File: src/rtl/fp_div_seq.sv
// Sequential IEEE-754 divider: one restoring-division quotient bit per clock, RNE rounding.
// Optional macro FP_DIV_SEQ_EARLY_OUT_EN lets special operands skip ITER/ROUND.
module fp_div_seq #(
    parameter int EXP_W = 8,
    parameter int MAN_W = 23
) (
    input  logic                     clk,
    input  logic                     rst_n,
    input  logic                     in_valid,
    output logic                     in_ready,
    input  logic [EXP_W+MAN_W:0]     opd1,
    input  logic [EXP_W+MAN_W:0]     opd2,
    output logic                     out_valid,
    input  logic                     out_ready,
    output logic [EXP_W+MAN_W:0]     res,
    output logic                     overflow
);

    localparam int W      = EXP_W + MAN_W + 1;
    localparam int Q_BITS = MAN_W + 2;
    localparam int CNT_W  = $clog2(Q_BITS);
    localparam int E_W    = EXP_W + 2;
    localparam logic signed [E_W-1:0] BIAS    = E_W'((1 << (EXP_W - 1)) - 1);
    localparam logic signed [E_W-1:0] EXP_MAX = E_W'((1 << EXP_W) - 1);
    localparam logic signed [E_W-1:0] E_ZERO  = '0;
    localparam logic [W-1:0] QNAN = {1'b0, {EXP_W{1'b1}}, 1'b1, {(MAN_W-1){1'b0}}};

    typedef enum logic [2:0] {IDLE, UNPACK, ITER, ROUND, DONE} state_t;

    state_t                  state_q, state_d;
    logic [W-1:0]            a_q, a_d, b_q, b_d;
    logic                    sign_q, sign_d;
    logic signed [E_W-1:0]   exp_q, exp_d;
    logic [MAN_W+1:0]        rem_q, rem_d;
    logic [MAN_W:0]          div_q, div_d;
    logic [Q_BITS-1:0]       quo_q, quo_d;
    logic [CNT_W-1:0]        cnt_q, cnt_d;
    logic                    special_q, special_d;
    logic [W-1:0]            spec_res_q, spec_res_d;
    logic [W-1:0]            res_q, res_d;
    logic                    ovf_q, ovf_d;

    logic [EXP_W-1:0]        e1, e2;
    logic [MAN_W-1:0]        f1, f2;
    logic                    zero1, zero2, inf1, inf2, nan1, nan2, sgn;
    logic [MAN_W:0]          m1, m2;
    logic signed [E_W-1:0]   e_unp;
    logic                    is_special;
    logic [W-1:0]            special_val;
    logic                    rnd_up;
    logic [MAN_W+1:0]        mant_r;
    logic [MAN_W-1:0]        frac_r;
    logic signed [E_W-1:0]   e_rnd;
    logic [MAN_W+1:0]        rem_sub;
    logic                    q_bit;

    assign in_ready  = (state_q == IDLE);
    assign out_valid = (state_q == DONE);
    assign res       = res_q;
    assign overflow  = ovf_q;

    // Operand classification; subnormals collapse to signed zero
    always_comb begin
        e1    = a_q[W-2:MAN_W];
        e2    = b_q[W-2:MAN_W];
        f1    = a_q[MAN_W-1:0];
        f2    = b_q[MAN_W-1:0];
        sgn   = a_q[W-1] ^ b_q[W-1];
        zero1 = (e1 == '0);
        zero2 = (e2 == '0);
        inf1  = (&e1) && (f1 == '0);
        inf2  = (&e2) && (f2 == '0);
        nan1  = (&e1) && (f1 != '0);
        nan2  = (&e2) && (f2 != '0);
        m1    = {1'b1, f1};
        m2    = {1'b1, f2};
        e_unp = $signed({2'b00, e1}) - $signed({2'b00, e2}) + BIAS;

        is_special  = 1'b1;
        special_val = {sgn, {(W-1){1'b0}}};
        if (nan1 || nan2 || (zero1 && zero2) || (inf1 && inf2))
            special_val = QNAN;
        else if (zero2 || inf1)
            special_val = {sgn, {EXP_W{1'b1}}, {MAN_W{1'b0}}};
        else if (!(inf2 || zero1))
            is_special = 1'b0;
    end

    // One restoring step and the final round/pack
    always_comb begin
        q_bit   = (rem_q >= {1'b0, div_q});
        rem_sub = q_bit ? (rem_q - {1'b0, div_q}) : rem_q;

        rnd_up = quo_q[0] & ((rem_q != '0) | quo_q[1]);
        mant_r = {1'b0, quo_q[Q_BITS-1:1]} + (MAN_W+2)'(rnd_up);
        if (mant_r[MAN_W+1]) begin
            frac_r = '0;
            e_rnd  = exp_q + E_W'(1);
        end else begin
            frac_r = mant_r[MAN_W-1:0];
            e_rnd  = exp_q;
        end
    end

    always_comb begin
        state_d    = state_q;
        a_d        = a_q;
        b_d        = b_q;
        sign_d     = sign_q;
        exp_d      = exp_q;
        rem_d      = rem_q;
        div_d      = div_q;
        quo_d      = quo_q;
        cnt_d      = cnt_q;
        special_d  = special_q;
        spec_res_d = spec_res_q;
        res_d      = res_q;
        ovf_d      = ovf_q;

        case (state_q)
            IDLE: begin
                if (in_valid) begin
                    a_d     = opd1;
                    b_d     = opd2;
                    state_d = UNPACK;
                end
            end
            UNPACK: begin
                sign_d     = sgn;
                div_d      = m2;
                quo_d      = '0;
                cnt_d      = '0;
                special_d  = is_special;
                spec_res_d = special_val;
                // Pre-scale the dividend so the quotient lands in [1,2)
                if (m1 < m2) begin
                    rem_d = {m1, 1'b0};
                    exp_d = e_unp - E_W'(1);
                end else begin
                    rem_d = {1'b0, m1};
                    exp_d = e_unp;
                end
`ifdef FP_DIV_SEQ_EARLY_OUT_EN
                if (is_special) begin
                    res_d   = special_val;
                    ovf_d   = 1'b0;
                    state_d = DONE;
                end else begin
                    state_d = ITER;
                end
`else
                state_d = ITER;
`endif
            end
            ITER: begin
                rem_d = rem_sub << 1;
                quo_d = {quo_q[Q_BITS-2:0], q_bit};
                if (cnt_q == CNT_W'(Q_BITS - 1)) begin
                    cnt_d   = '0;
                    state_d = ROUND;
                end else begin
                    cnt_d = cnt_q + CNT_W'(1);
                end
            end
            ROUND: begin
                ovf_d = 1'b0;
                if (special_q)
                    res_d = spec_res_q;
                else if (e_rnd >= EXP_MAX) begin
                    res_d = {sign_q, {EXP_W{1'b1}}, {MAN_W{1'b0}}};
                    ovf_d = 1'b1;
                end else if (e_rnd <= E_ZERO)
                    res_d = {sign_q, {(W-1){1'b0}}};
                else
                    res_d = {sign_q, e_rnd[EXP_W-1:0], frac_r};
                state_d = DONE;
            end
            DONE: begin
                if (out_ready)
                    state_d = IDLE;
            end
            default: state_d = IDLE;
        endcase
    end

    always_ff @(posedge clk or negedge rst_n) begin
        if (!rst_n) begin
            state_q    <= IDLE;
            a_q        <= '0;
            b_q        <= '0;
            sign_q     <= 1'b0;
            exp_q      <= '0;
            rem_q      <= '0;
            div_q      <= '0;
            quo_q      <= '0;
            cnt_q      <= '0;
            special_q  <= 1'b0;
            spec_res_q <= '0;
            res_q      <= '0;
            ovf_q      <= 1'b0;
        end else begin
            state_q    <= state_d;
            a_q        <= a_d;
            b_q        <= b_d;
            sign_q     <= sign_d;
            exp_q      <= exp_d;
            rem_q      <= rem_d;
            div_q      <= div_d;
            quo_q      <= quo_d;
            cnt_q      <= cnt_d;
            special_q  <= special_d;
            spec_res_q <= spec_res_d;
            res_q      <= res_d;
            ovf_q      <= ovf_d;
        end
    end

endmodule

File: config.mk
export PLATFORM = sky130hd
export DESIGN_NAME = fp_div_seq
export DESIGN_NICKNAME = d
export VERILOG_FILES = /design/src/rtl/fp_div_seq.sv
export SDC_FILE = /design/constraint.sdc
export NUM_CORES = 1
export LEC_CHECK = 0
export ABC_CLOCK_PERIOD_IN_PS = 7400
export CAP_MARGIN = 20
export CORE_UTILIZATION = 45
export DETAILED_ROUTE_END_ITERATION = 7
export SYNTH_ARGS = -nofsm -noshare
export SYNTH_HDL_FRONTEND = slang
export SYNTH_SLANG_ARGS = --single-unit
File: constraint.sdc
create_clock -name clk -period 7.4 [get_ports clk]
set_input_delay 0.74 -clock clk [delete_from_list [all_inputs] [get_ports clk]]
set_output_delay 0.74 -clock clk [all_outputs]
set_load 0.05 [all_outputs]
==> impl_metrics.toml, run 1 <==
[outcome]
outcome = "completed"

[synthesis]
synth_cell_types = 72
synth_top_family_by_area = "compound AO/OA/AOI/OAI gates"
netlist_area_um2 = 11400
synth-edff-count = 0
synthCells = 1205
synthAdderAreaFrac_pct = 6.95
syn_nets = 1335
ys.flop_type = "dfrtp_1"
synthXorXnorAreaFrac_pct = 4.77
synth-seq-cells = 194
synth_compound_area_share_pct = 17.8
synthSimpleGateAreaFrac_pct = 16.9
ys_seq_area_share_pct = 42.7
synthMuxAreaShare_pct = 6.51
synth_area_per_cell_um2 = 9.44
async_flop_share_pct = 100
yosys_warnings = 0

[cts]
cts-root-buf = "clkbuf_16"
worst_skew_pair.late_latency_ns = 0.44
cts_setup_buffers = 0
tritoncts = "built"
cts_made_buffers = 17
cts_resized = 0
holdBufCountCts = 0
clockBufferDepth = 2
clk_transition_reported_paths_ns = 0.07
htree_num_levels = 4
cts_sinks = 194

[route]
wl_per_cell_um = 17.3
ant_nets = 0
drc = 0
num_vias = 9061
via_per_inst = 5.63
wl_um = 27900
first_pass_iters = 5
drt_iter0_markers = 592

[final_layout]
drive_gt1_share_pct = 10.7
antennaDiodeCount = 0
nFillCells = 2311
fin_area_um2 = 13200
final-seq-area_um2 = 4850
multi_input_area_um2 = 6050
final_net_count = 1403
area_growth_pct = 16.4

[placed_design]
post_dp_cell_area_um2 = 12600
gp_congestion = 0.883
dp.final_hpwl_um = 19900
port_buffers = 102
dp_slack_ns = 3.62

[die]
die_y_um = 161
die_area_um2 = 25900
start_util_pct = 46.4
coreArea_um2 = 24500
die_width_um = 161
floorplan.rows = 57
io-pin-count = 103

[pwr]
p_comb_share_pct = 58.4
p_sw_mw = 3.27
ir_drop_mv = 0.194
p_int_mw = 3.71
seqPwrFrac_pct = 27.8
total_power_mw = 6.99
pwr-share-clk_pct = 13.8
swShare_pct = 46.8
p_per_area_nw_per_um2 = 527
leakage_nw = 5.56

[worst_setup_path]
reg2reg_slack_ns = 3.61
r2r_start = "quo_q[0]"
slowest_stage = "or4_1"
critPathLaunchType = "flop"
path_class = "reg -> reg"
critical_path_arrival_ns = 4.08
rr_endpoint = "res[29]"
crit_path_cell_trace = "and2_1, ha_1, and3_2, nand4_4, or4_1, nor3_1, mux2i_1, nor2_1, a31oi_2, o211ai_1"
worst_r2r_path_depth = 10
endpoint_kind = "flop"
cpPeakStageDelay_ns = 0.76
path_max_fanout = 10
required_ns = 7.68

[sta]
setup_tns_ns = 0
final.min_clock_period_ns = 3.79
rsz0062_at_grt = "no"
layout_setup_ws_ns = 3.61
finClkSkew_ns = 0.0162
finalMaxSlewViolations = 0
worstMarginPinSlew_ns = 1.08
hold_viol_final = 0
fmax_mhz = 264
finalSetupViolCount = 0
fin_crit_sh_pct = 51.2
relSlewSlack_pct = 28.3

[global_route]
use_met3_pct = 2.67
overflow = 0
grt_busiest_layer = "met2"
grt_pass1_wl_um = 45900
grt_antenna_before_repair = 0
grtUsageMet1_pct = 33.1
grt_pass1_vias = 8695
grt_use_met2_pct = 33.5
grt_max_degree = 123
grt_usage_pct = 22.2

[job]
cap_violations = 0

[hold_path]
hp-class = "in -> async"
worst max-delay path by stage:
stage	slack, ns	cells past startpoint	from	end
6_report	3.61	10	quo_q[0]	res[29]
5_1_grt	3.42	10	quo_q[0]	res[26]
4_1_cts	3.61	10	quo_q[1]	res[29]
3_5_place_dp	3.62	10	quo_q[0]	res[29]
3_3_place_gp	3.73	10	quo_q[0]	res[24]
2_1_floorplan	4.23	11	quo_q[0]	res[23]
registers in the layout, summed over array words and instances, names as in the netlist:
| register | count |
|---|---|
| res | 32 |
| overflow | 1 |
| spec_res_q | 3 |
| rem_q | 25 |
| b_q | 32 |
| a_q | 32 |
| cnt_q | 5 |
| sign_q | 1 |
| div_q | 24 |
| state_q | 3 |
| exp_q | 10 |
| special_q | 1 |
| quo_q | 25 |
power by group through the flow:
stage               Combinational (mW)  Sequential, mW  Clock [mW]
detailed placement                4.05            1.95           0
finish                            4.08            1.94       0.964
CTS                               4.08            1.94       0.990
floorplan                         3.11            1.86           0
global route                      4.52            2.00        1.03
global placement                  4.00            1.94           0
cell families after synthesis:
family | after synthesis
AOI/OAI and AO/OA | 304
xor gates and xnor gates | 62
adders and majority gates | 62
buffers and inverters | 126
DFF | 194
muxes | 67
and+or+nand+nor | 390
through the flow:
stage	hold slack (ns)	cells	util, %
after floorplan	0.418	1205	-
after global placement	0.432	1578	51.5
after detailed placement	0.450	1578	51.5
after CTS	0.468	1610	54.0
after global routing	0.501	1610	54.0
final	0.416	1610	54.0
cell usage after synthesis (20+ instances only):
master,number,area [um^2]
dfrtp_1,194,4850
a21oi_1,32,160
ha_1,60,751
nand4_1,26,163
mux2_2,56,631
o22ai_1,21,131
o21ai_2,20,175
nand2_1,164,616
nand3_1,23,115
nor4_1,27,169
xor2_1,28,245
inv_1,65,244
nor3_1,23,115
a31oi_1,23,144
o21ai_0,90,450
nor2_1,53,199
a22o_1,25,219
xnor2_1,34,298
clkbuf_1,48,180
area by class of cell:
type | instances | area share, %
clock inverters | 14 | 1.30
clock buffers | 18 | 3.32
multi-input cells | 885 | 45.7
repair buffers | 109 | 8.13
flip-flops and latches | 194 | 36.6
well taps | 324 | 3.06
inverters | 66 | 1.87
cell usage in the layout (no fill, tap or decap), types with 4 or more instances in the layout:
| master | n |
|---|---|
| a21oi_1 | 32 |
| o21a_1 | 10 |
| nand2_1 | 164 |
| mux2_2 | 56 |
| o21ai_2 | 20 |
| a22o_1 | 25 |
| xor2_1 | 28 |
| nor4_1 | 27 |
| and3_1 | 6 |
| o211ai_1 | 18 |
| mux2i_1 | 11 |
| buf_4 | 7 |
| xnor2_1 | 34 |
| a21o_1 | 16 |
| a211oi_1 | 9 |
| and4_1 | 5 |
| o31ai_1 | 5 |
| nand3_1 | 23 |
| nand4_1 | 26 |
| o22ai_1 | 21 |
| ha_1 | 60 |
| nor3_1 | 23 |
| a31oi_1 | 23 |
| nor2_1 | 50 |
| inv_1 | 65 |
| clkdlybuf4s50_1 | 101 |
| clkbuf_16 | 17 |
| nand3b_1 | 4 |
| and2_1 | 8 |
| nor2b_1 | 10 |
| clkinv_4 | 4 |
| dfrtp_1 | 194 |
| a21boi_0 | 4 |
| nor3b_1 | 6 |
| nand2b_1 | 12 |
| o21ai_0 | 90 |
critical path: cells and delay by family (launching register included):
family / cells / cell delay [ns]
simple gates: 6 / 1.81
mux: 1 / 0.67
compound gates: 2 / 0.57
flops: 1 / 0.42
fa+ha+maj: 1 / 0.17
routing by layer:
| metal | share of wire, % | wire, um | vias up |
|---|---|---|---|
| met5 | 0 | 0 | - |
| met4 | 1.6 | 437 | 0 |
| met3 | 3.9 | 1090 | 30 |
| met2 | 45 | 12400 | 223 |
| met1 | 50 | 13900 | 4324 |
| li1 | - | - | 4484 |
No activity file was read; power rests on OpenSTA's default activity.
==> run 2: changes to the inputs <==
- ABC_CLOCK_PERIOD_IN_PS: 7400 -> 3700
- clock period: 7.4 -> 3.7 ns (I/O delays scaled with it)
==> impl_metrics.toml, run 2 (synthesis results as in run 1) <==
[outcome]
outcome = "completed"

[cts]
tritoncts = "built"
cts-root-buf = "clkbuf_16"
clockBufferDepth = 2
cts_made_buffers = 17
cts_resized = 0
worst_skew_pair.late_latency_ns = 0.44
cts_setup_buffers = 0
clk_transition_reported_paths_ns = 0.07
holdBufCountCts = 0
cts_sinks = 194
htree_num_levels = 4

[final_layout]
layout_commonest_cell = "dfrtp_1"
final-seq-area_um2 = 4850
final_net_count = 1419
final_cells = 1626
antennaDiodeCount = 0
nFillCells = 2291
layout_common_cells = "dfrtp_1, nand2_1, clkdlybuf4s50_1, o21ai_0, inv_1"
drive_gt1_share_pct = 11.7
multi_input_area_um2 = 6050
area_growth_pct = 17.8

[die]
io-pin-count = 103
coreArea_um2 = 24500
die_area_um2 = 25900
floorplan.rows = 57
die_width_um = 161
start_util_pct = 46.4
die_y_um = 161

[placed_design]
port_buffers = 102
gp_congestion = 0.860
placedCellCount = 1594
dp.final_hpwl_um = 20500

[route]
ant_nets = 0
wl_um = 28100
via_per_inst = 5.60
wl_per_cell_um = 17.3
drt_iter0_markers = 612
first_pass_iters = 5
num_vias = 9098
drc = 0

[global_route]
use_met3_pct = 2.88
grtUsageMet1_pct = 34.2
grt_pass1_vias = 8832
grt_busiest_layer = "met1"
grt_pass1_wl_um = 47200
grt_max_degree = 95
grt_usage_pct = 22.9
grt_use_met2_pct = 34.2
grt_antenna_before_repair = 0
overflow = 0

[worst_setup_path]
cpPeakStageDelay_ns = 0.41
r2r_start = "quo_q[0]"
path_buf_inv = 1
critical_path_arrival_ns = 3.67
endpoint_kind = "flop"
required_ns = 4.04
path_max_fanout = 22
crit_family = "simple AND/OR/NAND/NOR gates"
path_class = "reg -> reg"
critPathLaunchType = "flop"
crit_path_cell_trace = "and2_1, ha_1, and3_2, nand4_4, nor4_1, buf_4, mux2_2, a311oi_2, a21bo_1, nand3b_4, o21ai_0"
reg2reg_slack_ns = 0.37
worst_r2r_path_depth = 11
rr_endpoint = "res[2]"
slowest_stage = "dfrtp_1"

[sta]
finClkSkew_ns = 0.0183
fin_crit_sh_pct = 89.9
worstMarginPinSlew_ns = 0.754
fmax_mhz = 301
final.min_clock_period_ns = 3.33
finalSetupViolCount = 0
relSlewSlack_pct = 49.7
finalMaxSlewViolations = 0
setup_tns_ns = 0
rsz0062_at_grt = "no"
hold_viol_final = 0

[pwr]
leakage_nw = 5.65
ir_drop_mv = 0.435
p_per_area_nw_per_um2 = 1060
total_power_mw = 14.2

[hold_path]
hp-class = "in -> async"

[job]
cap_violations = 0
==> run 2: how the worst max path moves through the flow <==
stage | from | end | slack (ns) | depth (start not counted)
floorplan | quo_q[0] | res[23] | 0.53 | 11
global placement | a_q[23] | exp_q[6] | 0.45 | 15
detailed placement | quo_q[0] | res[2] | 0.40 | 11
CTS | quo_q[0] | res[2] | 0.37 | 11
global route | a_q[23] | exp_q[6] | 0.07 | 15
finish | quo_q[0] | res[2] | 0.37 | 11
==> run 2: metrics by stage <==
step	util [%]	hold WS (ns)	setup WS (ns)	instance area, um^2
floorplan	-	0.0744	0.526	11400
global placement	52.1	0.448	0.451	12800
detailed placement	52.1	0.452	0.400	12800
CTS	54.7	0.0283	0.366	13400
global route	54.7	0.0446	0.0689	13400
finish	54.7	0.0109	0.373	13400
==> run 2: where the power goes <==
| part | internal, mW | total [mW] | leakage [nW] | switching [mW] |
|---|---|---|---|---|
| registers | 2.95 | 3.89 | 2.44 | 0.944 |
| logic | 3.58 | 8.32 | 2.90 | 4.74 |
| clock network | 1.06 | 1.96 | 0.309 | 0.894 |
==> run 2: area by class of cell <==
cell class / instances / area share, %
inverters: 66 / 1.85
clock buffers: 19 / 3.38
clock inverters: 13 / 1.27
well taps: 324 / 3.02
multi-input cells: 885 / 45.1
repair buffers: 125 / 9.17
flip-flops and latches: 194 / 36.2
==> run 2: layer usage <==
metal  wire length [um]  part of all wire, %
met1              14200                   50
met2              12300                   44
met4                607                  2.2
met5                  0                    0
met3               1030                  3.6
==> run 3: changes to the inputs <==
- PLACE_DENSITY_LB_ADDON: default -> 0.08
- SKIP_CTS_REPAIR_TIMING: default -> 1
==> impl_metrics.toml, run 3 (synthesis results as in run 1) <==
[outcome]
outcome = "finished with violations"
violations = "hold timing"

[pwr]
total_power_mw = 14.2
leakage_nw = 5.64
p_per_area_nw_per_um2 = 1060
ir_drop_mv = 0.398

[sta]
finalMaxSlewViolations = 0
setup_tns_ns = 0
rsz0062_at_grt = "no"
fmax_mhz = 294
whs_ns = -0.0208
finalSetupViolCount = 0
final.min_clock_period_ns = 3.40
fin_crit_sh_pct = 91.9
hold_viol_final = 27
finClkSkew_ns = 0.0141
relSlewSlack_pct = 36.4
worstMarginPinSlew_ns = 0.954

[final_layout]
layout_commonest_cell = "dfrtp_1"
area_growth_pct = 17.7
final_core_util_pct = 54.6
final_net_count = 1422
layout_common_cells = "dfrtp_1, nand2_1, clkdlybuf4s50_1, o21ai_0, inv_1"
antennaDiodeCount = 0
drive_gt1_share_pct = 11.8
final_cells = 1629

[die]
start_util_pct = 46.4
die_width_um = 161
io-pin-count = 103
coreArea_um2 = 24500
die_area_um2 = 25900
floorplan.rows = 57
die_y_um = 161

[worst_setup_path]
critPathLaunchType = "flop"
path_class = "reg -> reg"
path_max_fanout = 22
critical_path_arrival_ns = 3.75
endpoint_kind = "flop"
required_ns = 4.04

[placed_design]
port_buffers = 102
placedCellCount = 1597
dp.final_hpwl_um = 20800
gp_congestion = 0.895

[global_route]
grt_antenna_before_repair = 0
grt_pass1_wl_um = 47100
grt_usage_pct = 22.7
grt_pass1_vias = 8977
overflow = 0
grt_max_degree = 88

[job]
cap_violations = 0

[cts]
clk_transition_reported_paths_ns = 0.07
worst_skew_pair.late_latency_ns = 0.44
cts-root-buf = "clkbuf_16"
clockBufferDepth = 2
tritoncts = "built"
cts_sinks = 194
cts_made_buffers = 17
htree_num_levels = 4

[hold_path]
hp-class = "in -> async"

[route]
wl_um = 28200
drt_iter0_markers = 575
ant_nets = 0
via_per_inst = 5.61
num_vias = 9146
drc = 0
wl_per_cell_um = 17.3
first_pass_iters = 7
==> run 3: cell count changes in the layout (fill, tap and decap cells not counted), sizes merged <==
cell      previous run  this run
buf                 23        26
clkinv               5         3
clkinvlp             0         2
clkbuf              20        21
inv                 72        71
==> run 3: layer usage <==
metal	share of wire [%]	track usage, %
met1	50	33.4
met2	44	34.3
met3	3.5	3.06
met4	2.4	7.72
met5	0	0
==> run 3: path summary, 6_finish.rpt <==
path                           start        end  slack (ns)  cells past startpoint
setup / recovery            quo_q[0]     res[0]        0.30                     11
hold / removal                 rst_n  rem_q[16]       -0.02                      1
setup reg to reg            quo_q[0]     res[0]        0.30                     11
hold reg to reg            div_q[23]  div_q[23]        0.45                      2
max in group asynchronous      rst_n  div_q[20]        2.79                      2
min in group clk           div_q[23]  div_q[23]        0.45                      2
==> run 3: final cells by class <==
type                    instances  area (um^2)
flip-flops and latches        194         4850
clock buffers                  20          447
well taps                     324          405
inverters                      66          248
multi-input cells             885         6050
repair buffers                128         1240
fillers                      2294        11100
clock inverters                12          146
==> run 3: critical path: stages (launching register included) <==
cell and delay [ns]:
dfrtp_1 0.44, and2_1 0.16, ha_1 0.17, and3_2 0.25, nand4_4 0.18, nor4_1 0.35, buf_4 0.20, mux2_2 0.34
a311oi_2 0.29, a21bo_1 0.25, nand3b_4 0.40, o21ai_0 0.29
==> run 3: stage by stage <==
step	area, um^2	setup slack [ns]
global route	13400	0.0362
CTS	13400	0.266
finish	13400	0.299
detailed placement	12800	0.276
global placement	12800	0.356
floorplan	11400	0.526
==> run 3: power by group <==
| part | switching [mW] | total, mW | internal (mW) |
|---|---|---|---|
| combinational | 4.86 | 8.46 | 3.60 |
| clock | 0.854 | 1.89 | 1.03 |
| sequential | 0.876 | 3.83 | 2.95 |
